### src/rtl/core_loader.sv
// Host-side program loader: streams a framed program into a core's instruction RAM,
// launches the core and waits for exit. Optional RUN watchdog via LOADER_WATCHDOG_EN.
module core_loader #(
  parameter int unsigned WATCHDOG_CYCLES = 32'd1000000
) (
  input  logic        sclk,
  input  logic        reset,
  input  logic        host_valid,
  input  logic [31:0] host_data,
  output logic        host_ready,
  output logic        load,
  output logic [31:0] loadAddress,
  output logic [31:0] loadInstruction,
  output logic [31:0] PC1,
  output logic        PC1Load,
  output logic        wake1,
  output logic        RegRuntime1,
  input  logic        CPU1Exit,
  output logic        busy,
  output logic        done,
  output logic        timeout
);

  typedef enum logic [2:0] {
    S_IDLE,
    S_HDR_COUNT,
    S_HDR_ENTRY,
    S_LOAD,
    S_LAUNCH,
    S_RUN
  } state_e;

  state_e      state_q, state_d;
  logic [31:0] addr_q, addr_d;
  logic [31:0] count_q, count_d;
  logic [31:0] entry_q, entry_d;
  logic        load_q, load_d;
  logic [31:0] load_addr_q, load_addr_d;
  logic [31:0] load_instr_q, load_instr_d;
  logic [31:0] pc_q, pc_d;
  logic        pc_load_q, pc_load_d;
  logic        wake_q, wake_d;
  logic        runtime_q, runtime_d;
  logic        busy_q, busy_d;
  logic        done_q, done_d;
  logic        timeout_q, timeout_d;
  logic        host_ready_q, host_ready_d;
  logic        xfer;

`ifdef LOADER_WATCHDOG_EN
  localparam logic [31:0] WdLast = 32'(WATCHDOG_CYCLES - 1);
  logic [31:0] wd_cnt_q, wd_cnt_d;
`endif

  assign xfer = host_valid & host_ready_q;

  always_comb begin
    state_d      = state_q;
    addr_d       = addr_q;
    count_d      = count_q;
    entry_d      = entry_q;
    load_d       = 1'b0;
    load_addr_d  = load_addr_q;
    load_instr_d = load_instr_q;
    pc_d         = pc_q;
    pc_load_d    = 1'b0;
    wake_d       = 1'b0;
    runtime_d    = 1'b0;
    done_d       = done_q;
`ifdef LOADER_WATCHDOG_EN
    timeout_d    = timeout_q;
    wd_cnt_d     = wd_cnt_q;
`else
    timeout_d    = 1'b0;
`endif

    unique case (state_q)
      S_IDLE: begin
        if (xfer) begin
          addr_d    = host_data;
          done_d    = 1'b0;
          timeout_d = 1'b0;
          state_d   = S_HDR_COUNT;
        end
      end
      S_HDR_COUNT: begin
        if (xfer) begin
          count_d = host_data;
          state_d = S_HDR_ENTRY;
        end
      end
      S_HDR_ENTRY: begin
        if (xfer) begin
          entry_d = host_data;
          state_d = (count_q != '0) ? S_LOAD : S_LAUNCH;
        end
      end
      S_LOAD: begin
        if (xfer) begin
          load_d       = 1'b1;
          load_addr_d  = addr_q;
          load_instr_d = host_data;
          addr_d       = addr_q + 32'd4;
          count_d      = count_q - 32'd1;
          if (count_q == 32'd1) begin
            state_d = S_LAUNCH;
          end
        end
      end
      S_LAUNCH: begin
        pc_load_d = 1'b1;
        wake_d    = 1'b1;
        pc_d      = entry_q;
        state_d   = S_RUN;
`ifdef LOADER_WATCHDOG_EN
        wd_cnt_d  = '0;
`endif
      end
      S_RUN: begin
        runtime_d = 1'b1;
        // Exit is checked first so it wins over a watchdog expiry in the same cycle.
        if (CPU1Exit) begin
          done_d    = 1'b1;
          runtime_d = 1'b0;
          state_d   = S_IDLE;
        end
`ifdef LOADER_WATCHDOG_EN
        else if (wd_cnt_q >= WdLast) begin
          timeout_d = 1'b1;
          runtime_d = 1'b0;
          state_d   = S_IDLE;
        end else begin
          wd_cnt_d = wd_cnt_q + 32'd1;
        end
`endif
      end
      default: state_d = S_IDLE;
    endcase

    host_ready_d = (state_d == S_IDLE) || (state_d == S_HDR_COUNT) ||
                   (state_d == S_HDR_ENTRY) || (state_d == S_LOAD);
    busy_d       = (state_d != S_IDLE);
  end

  always_ff @(posedge sclk or negedge reset) begin
    if (!reset) begin
      state_q      <= S_IDLE;
      addr_q       <= '0;
      count_q      <= '0;
      entry_q      <= '0;
      load_q       <= 1'b0;
      load_addr_q  <= '0;
      load_instr_q <= '0;
      pc_q         <= '0;
      pc_load_q    <= 1'b0;
      wake_q       <= 1'b0;
      runtime_q    <= 1'b0;
      busy_q       <= 1'b0;
      done_q       <= 1'b0;
      timeout_q    <= 1'b0;
      host_ready_q <= 1'b0;
`ifdef LOADER_WATCHDOG_EN
      wd_cnt_q     <= '0;
`endif
    end else begin
      state_q      <= state_d;
      addr_q       <= addr_d;
      count_q      <= count_d;
      entry_q      <= entry_d;
      load_q       <= load_d;
      load_addr_q  <= load_addr_d;
      load_instr_q <= load_instr_d;
      pc_q         <= pc_d;
      pc_load_q    <= pc_load_d;
      wake_q       <= wake_d;
      runtime_q    <= runtime_d;
      busy_q       <= busy_d;
      done_q       <= done_d;
      timeout_q    <= timeout_d;
      host_ready_q <= host_ready_d;
`ifdef LOADER_WATCHDOG_EN
      wd_cnt_q     <= wd_cnt_d;
`endif
    end
  end

  assign host_ready      = host_ready_q;
  assign load            = load_q;
  assign loadAddress     = load_addr_q;
  assign loadInstruction = load_instr_q;
  assign PC1             = pc_q;
  assign PC1Load         = pc_load_q;
  assign wake1           = wake_q;
  assign RegRuntime1     = runtime_q;
  assign busy            = busy_q;
  assign done            = done_q;
  assign timeout         = timeout_q;

endmodule

### config.mk
export PLATFORM = sky130hd
export DESIGN_NAME = core_loader
export DESIGN_NICKNAME = d
export VERILOG_FILES = /design/src/rtl/core_loader.sv
export SDC_FILE = /design/constraint.sdc
export NUM_CORES = 1
export LEC_CHECK = 0
export ABC_AREA = 1
export BUFFER_PORTS_ARGS = -buffer_cell sky130_fd_sc_hd__buf_2
export CELL_PAD_IN_SITES_DETAIL_PLACEMENT = 1
export CELL_PAD_IN_SITES_GLOBAL_PLACEMENT = 2
export CORE_ASPECT_RATIO = 0.5
export CORE_MARGIN = 2
export CORE_UTILIZATION = 36
export CTS_CLUSTER_SIZE = 28
export DETAILED_ROUTE_END_ITERATION = 12
export GPL_TIMING_DRIVEN = 0
export PLACE_DENSITY_LB_ADDON = 0.15
export SLEW_MARGIN = 20
export SYNTH_ARGS = -nofsm -noshare
export SYNTH_HDL_FRONTEND = slang
export SYNTH_SLANG_ARGS = --single-unit
### constraint.sdc
create_clock -name sclk -period 3.56 [get_ports sclk]
set_input_delay 0.356 -clock sclk [delete_from_list [all_inputs] [get_ports sclk]]
set_output_delay 0.356 -clock sclk [all_outputs]
set_load 0.01 [all_outputs]
==> results of run 1 <==
[final cells by class]
type	instances	share of cell area [%]
sequential	201	42.8
multi-input combinational	939	35.0
timing repair buffer	142	6.60
clock buffer	33	5.62
inverter	126	4.02
tap	352	3.75
buffer	47	1.94
clock inverter	5	0.266
antenna	2	0.0426
[worst max-delay path by stage]
stage,endpoint,cells past startpoint
after floorplan,count_q[20],9
after global placement,loadAddress[22],1
after detailed placement,count_q[24],10
after CTS,count_q[24],10
after global routing,count_q[28],10
final,count_q[24],10
[registers in the layout, summed over array words and instances, names as in the netlist]
name / flops
loadInstruction: 32
entry_q: 32
wake1: 1
loadAddress: 32
state_q: 3
PC1: 32
load: 1
RegRuntime1: 1
done: 1
addr_q: 32
count_q: 32
busy: 1
host_ready: 1
[metrics by stage]
stage                     util (%)  cells  setup TNS, ns
after floorplan                  -   1313              0
after global placement        41.2   1803        -293.58
after detailed placement      41.4   1805              0
after CTS                     44.1   1845              0
after global routing          44.1   1847              0
final                         44.1   1847              0
[placed cells by master (no fill, tap or decap), types with 5 or more instances in the layout]
master / Yosys / final
clkbuf_16: 0 / 21
o21ai_0: 121 / 121
nor2_1: 182 / 182
clkbuf_8: 0 / 9
clkbuf_1: 12 / 15
dfrtp_1: 201 / 201
inv_1: 119 / 119
o21ai_1: 23 / 23
a21oi_1: 36 / 36
nand2_1: 466 / 466
nor2_2: 6 / 6
a22oi_1: 5 / 5
nand4_1: 7 / 7
xor2_1: 7 / 7
inv_2: 7 / 7
buf_2: 32 / 169
a31oi_1: 5 / 5
nand3_1: 44 / 44
[critical path, stage by stage, from the launching register on]
cell and delay, ns:
dfrtp_1 0.40, inv_1 0.14, ha_1 0.37, nand2_1 0.14, nor2_2 0.25, nand2_1 0.24
nor3_2 0.25, nand3_1 0.12, nand2_1 0.09, nand2_1 0.05, nand2_1 0.08
[logic make-up (layout without fill, tap and decap cells)]
logic type / after synthesis / in the layout
simple gates: 724 / 724
other cells: 1 / 3
xor+xnor: 8 / 8
flops: 201 / 201
compound gates: 202 / 202
buf+inv: 173 / 353
fa+ha+maj: 4 / 4
[metal layers]
layer	track usage [%]	wire length, um
met5	0	0
met3	5.51	2560
met4	4.83	618
met1	39.0	18300
met2	38.7	15500
[power groups by stage]
stage / registers, uW / clock network (uW) / logic (uW)
2_1_floorplan: 3900 / 0 / 2370
3_3_place_gp: 3900 / 0 / 3910
3_5_place_dp: 3940 / 0 / 4060
4_1_cts: 3910 / 2320 / 4080
5_1_grt: 4020 / 2410 / 4570
6_report: 3920 / 2260 / 4080
==> results.md, run 1 <==
CTS:
- The CTS tree is yes.
- Counting every sink on the clock net gives 201.
- The number of buffers inserted for hold repair after clock tree synthesis is 2.
- The maximum count of clock buffers along a single path is 3.
- The count of H-tree levels built during CTS is 1.
- The later pin in the worst-skew pair is clocked with a latency of 0.53 ns.
- The buffer cell driving the clock tree root is clkbuf_16.
- The number of buffers created by CTS is 21.
- Gates resized during post-CTS repair numbered 0.
- After clock tree synthesis, the setup repair step added 0 buffers.
- The clock transition time at the flip-flop clock pins of the worst setup and hold paths is 0.07 ns.

Timing:
- Setup violations remaining at the end of the flow were counted as 0.
- Setup repair after global routing left no endpoint under its margin.
- The worst path in the final design needs a cycle of 2.18 ns, including I/O delays and setup.
- After layout, the worst path uses 61.4% of the clock period.
- The final max-slew violation count came to 0.
- The worst pin sits at a relative slew slack of 53.8%.
- At the pin with the least slew margin, the transition time is 0.691 ns.
- Timing would allow up to 458 MHz.
- Hold is met by 0.0900 ns.
- Setup slack on the critical path of the routed design comes to 1.38 ns.
- Between clock sinks in the finished design, the worst skew comes to 0.00864 ns.
- The number of failing hold endpoints at the final stage is 0.

Cells and area:
- At the end of the flow, the number of nets in the layout was 1518.
- In the final layout, the multi-input gates occupy 4110 um2.
- The total of fill cells in the finished design is 3406.
- Once layout is done, the placed cells without fillers occupy 11800 um2.
- Summing all flip-flop and latch instances after layout gives 5030 um2.
- Of the cells placed in the final design, the portion with a size suffix greater than 1 is 15.8%.
- The relative area change from synthesis to final layout is 19.4%.

Detailed routing:
- The count of nets left with antenna violations once routing finished came out at 0.
- The count of unresolved DRC violations after routing is 0.
- The detailed router finished its first iteration with 715 violations.
- The total iterations of the first detailed-routing run is 5.
- The via count normalized by instance count is 5.12.
- After detailed routing, the average wire length per cell comes to 20.0 um.
- The vias after detailed routing is 9450.
- For this block, the routed nets add up to 37000 um of wire.

Flow run:
- The reported max-cap violation count is 0.

Global route:
- The first global-routing pass estimated 56700 um of wire.
- Entering global routing, the biggest net connects 81 pins.
- The via count of the first global-routing pass was 9557.
- The global-route total usage across every layer is 26.0%.
- The initial antenna violation count came to 3.
- The total overflow left after global routing is 0.

Synthesis:
- Sequential cells were found to cover 51.1% of the synthesized design area.
- The synthesized netlist contains 37 unique library cells.
- The total standard cell area after synthesis is 9840 um2.
- Counting flops with an async set or reset pin after synthesis yields a share of 100%.
- After Yosys synthesis, XOR and XNOR cells account for 0.712% of the synthesized area.
- The mean post-synth cell area is 7.50 um2.
- The number of instances in the synthesized netlist is 1313.
- The arithmetic-cell share of the synthesized area counting full adders, half adders and majority gates is 0.508%.
- Among all cell types in the netlist, the one instantiated most often is nand2_1.
- The fraction of post-synthesis cell area in the top cell type by area is 51.1%.
- The largest area contributor in the netlist is dfrtp_1.
- Of the post-synthesis cell area, the part taken by muxes is 0%.
- The commonest cells after synthesis are nand2_1, dfrtp_1, nor2_1.
- By area, the combinational part of the netlist is dominated by simple AND/OR/NAND/NOR gates.
- The fraction of the mapped netlist area in compound gates is 10.8%.
- After synthesis, the cell types taking the most area are dfrtp_1, nand2_1, nor2_1, o21ai_0, inv_1.
- Synthesis produced a netlist with a net count of 1353.
- The Yosys step of the flow raised 0 warnings.
- Counting flops and latches in the post-synthesis netlist gives 201.
- Counting flops with a built-in enable in the synthesized netlist gives 0.
- The synthesized netlist devotes 29.8% of its cell area to simple gates.
- The flip-flop cell with the highest count after synthesis is dfrtp_1.

Pwr:
- Internal power comes to 5730 uW.
- The relative contribution of the clock network to total power is 22.1%.
- The worst-case IR drop observed on VDD is 0.345 mV.
- The net switching power of the design is 4540 uW.
- Power comes to 10300 uW.
- The static leakage is 0.00615 uW.
- Net switching is 44.2% of the power.
- Sequential cells account for 38.2% of the total power.
- The power density over the cells is 873 nW/um2.
- Combinational logic burns 39.8% of the power.

Hold path:
- The class of the tightest hold or removal check is in -> reg.
- The worst hold path was traced through 3 stages.
- The startpoint of the most critical hold path is host_data[31].
- The path with the worst hold slack has its endpoint at entry_q[31].

Placed design:
- Summing all placed instances gives a cell area of 11000 um2.
- The congestion estimate from routability-driven global placement came to 0.876.
- Timing analysis after detailed placement gives a worst setup slack of 1.41 ns.
- The count of buffers inserted at the top-level ports is 138.
- The wire-length estimate of the detail-placed layout is 28600 um.

Worst setup path:
- The largest fanout on the critical path is 7.
- The worst setup path is of the reg -> reg kind.
- STA classifies the critical path startpoint as a flop.
- Counting cells, the worst reg-to-reg path comes to 10.
- The kind of capture point of the worst setup path is a flop.
- For flop-to-flop paths, the worst setup slack is 1.38 ns.
- The endpoint required time on the critical path is 4.02 ns.
- The worst register-to-register path begins at count_q[0].
- In this run the critical register-to-register path is captured at count_q[24].
- The data arrival time of the critical path is 2.65 ns.
- In this run the worst setup path begins at count_q[0].

Floorplan:
- For this configuration, the core starts out at a cell density of 36.9%.
- The boundary pin count is 140.
- The x dimension of the die is 238 um.
- The overall die height is 121 um.
- After floorplanning, the core was sized to cover 26600 um2.
- The area of the die is 28800 um2.
- The floorplan has 42 rows.

Outcome:
- The run finished with clean final reports.
No activity file was read; power rests on OpenSTA's default activity.
==> run 2, diff against run 1 <==
--- a/config.mk
+++ b/config.mk
@@ -11,7 +11,7 @@
 export CELL_PAD_IN_SITES_GLOBAL_PLACEMENT = 2
 export CORE_ASPECT_RATIO = 0.5
 export CORE_MARGIN = 2
-export CORE_UTILIZATION = 36
+export CORE_UTILIZATION = 33
 export CTS_CLUSTER_SIZE = 28
 export DETAILED_ROUTE_END_ITERATION = 12
 export GPL_TIMING_DRIVEN = 0
==> constraint.sdc (replaced) <==
create_clock -name sclk -period 2.11 [get_ports sclk]
set_input_delay 0.211 -clock sclk [delete_from_list [all_inputs] [get_ports sclk]]
set_output_delay 0.211 -clock sclk [all_outputs]
set_load 0.01 [all_outputs]
==> results.md, run 2 (synthesis gave the netlist of run 1 again) <==
Worst setup path:
- The total buffers and inverters traversed by the critical path is 1.
- The kind of start point of the critical path is a flop.
- The data arrival time of the critical path is 2.45 ns.
- The worst setup path is of the reg -> reg kind.
- The launch instance of the worst register-to-register path is addr_q[3].
- The largest fanout on the critical path is 4.
- The start point of the critical path is addr_q[3].
- The master of the slowest instance on the critical path is dfrtp_1.
- The kind of cell with the highest combined delay along the critical path is simple AND/OR/NAND/NOR gates.
- The endpoint required time on the critical path is 2.56 ns.
- On the worst path, the slowest cell contributes a delay of 0.41 ns.
- The kind of capture point of the worst setup path is a flop.
- Traced cell by cell, the critical path runs through ha_1, nand2_2, nor2_1, inv_1, nor2_4, xor2_1, nand2_1, a22oi_1.

Cells and area:
- In the layout the commonest cells are nand2_1, dfrtp_1, nor2_1.
- The area occupied by registers is 5030 um2.
- For this run, the post-layout net count is 1524.
- The total of fill cells in the finished design is 3689.
- The most common cell after layout, fill and taps aside is nand2_1.
- The area of the multi-input gates is 4130 um2.
- The fraction of layout instances using a drive strength above 1 is 15.7%.
- The finished layout holds 1887 standard cells, fillers aside.
- Compared with the post-synthesis result, the final layout area differs by 20.5%.
- Once layout is complete, the utilization of the core stands at 40.7%.

Placed design:
- The number of placed instances, taps included, is 1844.
- OpenSTA, run right after detailed placement, puts the worst setup slack at -0.0530 ns.
- The congestion estimate from routability-driven global placement came to 0.860.
- Buffers placed on the I/O ports in this run total 138.
- The half-perimeter wire length after detailed placement is 29200 um.

Detailed routing:
- After detailed routing, the number of remaining DRC violations is 0.
- The number of nets with antenna violations after detailed routing is 0.
- The total detailed-routing wirelength is 37300 um.
- In the final routed layout, each cell accounts on average for 19.8 um.
- Using the TritonRoute via totals, the vias-per-cell ratio works out to 4.95.
- The first-iteration detailed-routing DRC count is 637.
- The first detailed-routing pass took 5 iterations.
- The vias after detailed routing is 9343.

Timing:
- The post-layout minimum cycle time is 2.00 ns.
- The maximum frequency from static timing analysis is 499 MHz.
- The measured slew at the worst slew-check pin is 0.749 ns.
- Setup violations remaining at the end of the flow were counted as 0.
- The clock arrives with 0.0177 ns of skew.
- The final worst-path setup slack is 0.107 ns.
- The ratio of final minimum period to clock period is 95.0%.
- Headroom to the max-slew limit came out at 50.1%.
- The number of failing hold endpoints at the final stage is 0.
- The final max-slew violation count is 0.

CTS:
- The total setup buffers inserted after CTS is 0.
- The later pin in the worst-skew pair is clocked with a latency of 0.53 ns.
- TritonCTS built the clock tree.
- The count of H-tree levels built during CTS is 1.
- The tree is rooted in a clkbuf_16.
- The clock sink count is 201.
- In this run, CTS created clock tree buffers numbering 21.
- The maximum count of clock buffers along a single path is 3.
- After clock tree synthesis, the clock-pin slew on the worst setup and hold paths is 0.07 ns.

Hold path:
- The class of the tightest hold or removal check is in -> reg.
- In this run the most critical hold path is launched from host_data[29].

Pwr:
- The power density over the cells is 1460 nW/um2.
- The worst ir drop on vdd is 0.568 mV.
- The analysis attributes to cell leakage a power of 0.00617 uW.
- The total design power is 17400 uW.

Floorplan:
- The die is 248 um wide.
- The total number of placement rows is 44.
- The die covers 31300 um2.
- The overall die height is 126 um.
- For this configuration, the core starts out at a cell density of 33.7%.
- The core footprint is 29200 um2.
- The boundary pin count is 140.

Global route:
- The wire length of the first global-routing pass is 57000 um.
- The met3 capacity usage during global routing is 4.26%.
- The maximum number of pins on one net before global-route repair is 98.
- The layer with the highest usage after global routing is met1.
- For this run, global-route usage on met1 was measured as 36.6%.
- The initial antenna violation count is 2.
- For this run the aggregate overflow at the end of global routing stands at 0.
- The global-route total usage across every layer is 24.0%.
- The via count of the first global-routing pass is 9548.
- The met2 track demand over resource is 35.7%.

Outcome:
- The flow ran to the end, and the final reports show no timing, DRC or antenna violations.

Flow run:
- The reported max-cap violation count is 0.
[run 2: report_power, final]
part           internal (uW)  leakage [uW]  switching, uW
registers               5360       0.00251           1270
logic                   2180       0.00333           4740
clock network           2170      0.000331           1660
[run 2: routing by layer]
metal,vias to the layer above,part of all wire [%]
met5,-,0.32
met4,2,0.92
met3,31,5.2
met2,175,43
met1,4695,50
li1,4440,-
[run 2: what timing repair did]
action,CTS,global route
resized for setup,1,3
endpoints found under the setup margin,4,5
hold endpoints to repair,112,0
gates cloned,0,0
hold buffers,8,0
[run 2: layout make-up]
| type | count | share of cell area [%] |
|---|---|---|
| Sequential cell | 201 | 42.4 |
| Antenna cell | 1 | 0.0211 |
| Inverter | 126 | 3.99 |
| Timing Repair Buffer | 148 | 7.05 |
| Clock buffer | 26 | 4.84 |
| Multi-Input combinational cell | 939 | 34.8 |
| Buffer | 47 | 1.92 |
| Tap cell | 391 | 4.12 |
| Clock inverter | 8 | 0.812 |
[run 2: final timing paths]
kind / endpoint / slack (ns) / cells past startpoint
setup / recovery: addr_q[14] / 0.11 / 8
hold / removal: loadInstruction[29] / 0.02 / 3
max in group asynchronous: loadAddress[30] / 1.14 / 3
min in group asynchronous: PC1[4] / 0.16 / 2
setup reg to reg: addr_q[14] / 0.11 / 8
hold reg to reg: PC1[2] / 0.47 / 2
[run 2: through the flow]
stage                     hold slack (ns)   TNS (ns)  cell area [um2]
after global routing               0.0396  -0.000304            11900
after detailed placement            0.120     -0.134            11100
after CTS                         0.00412          0            11800
after global placement              0.403    -561.49            11000
after floorplan                   -0.0846          0             9840
final                              0.0195          0            11900
[run 2: worst register-to-register path, cell delays in order (launching register included)]
cell and delay (ns):
dfrtp_1 0.41, ha_1 0.21, nand2_2 0.10, nor2_1 0.39, inv_1 0.23, nor2_4 0.23
xor2_1 0.16, nand2_1 0.07, a22oi_1 0.14
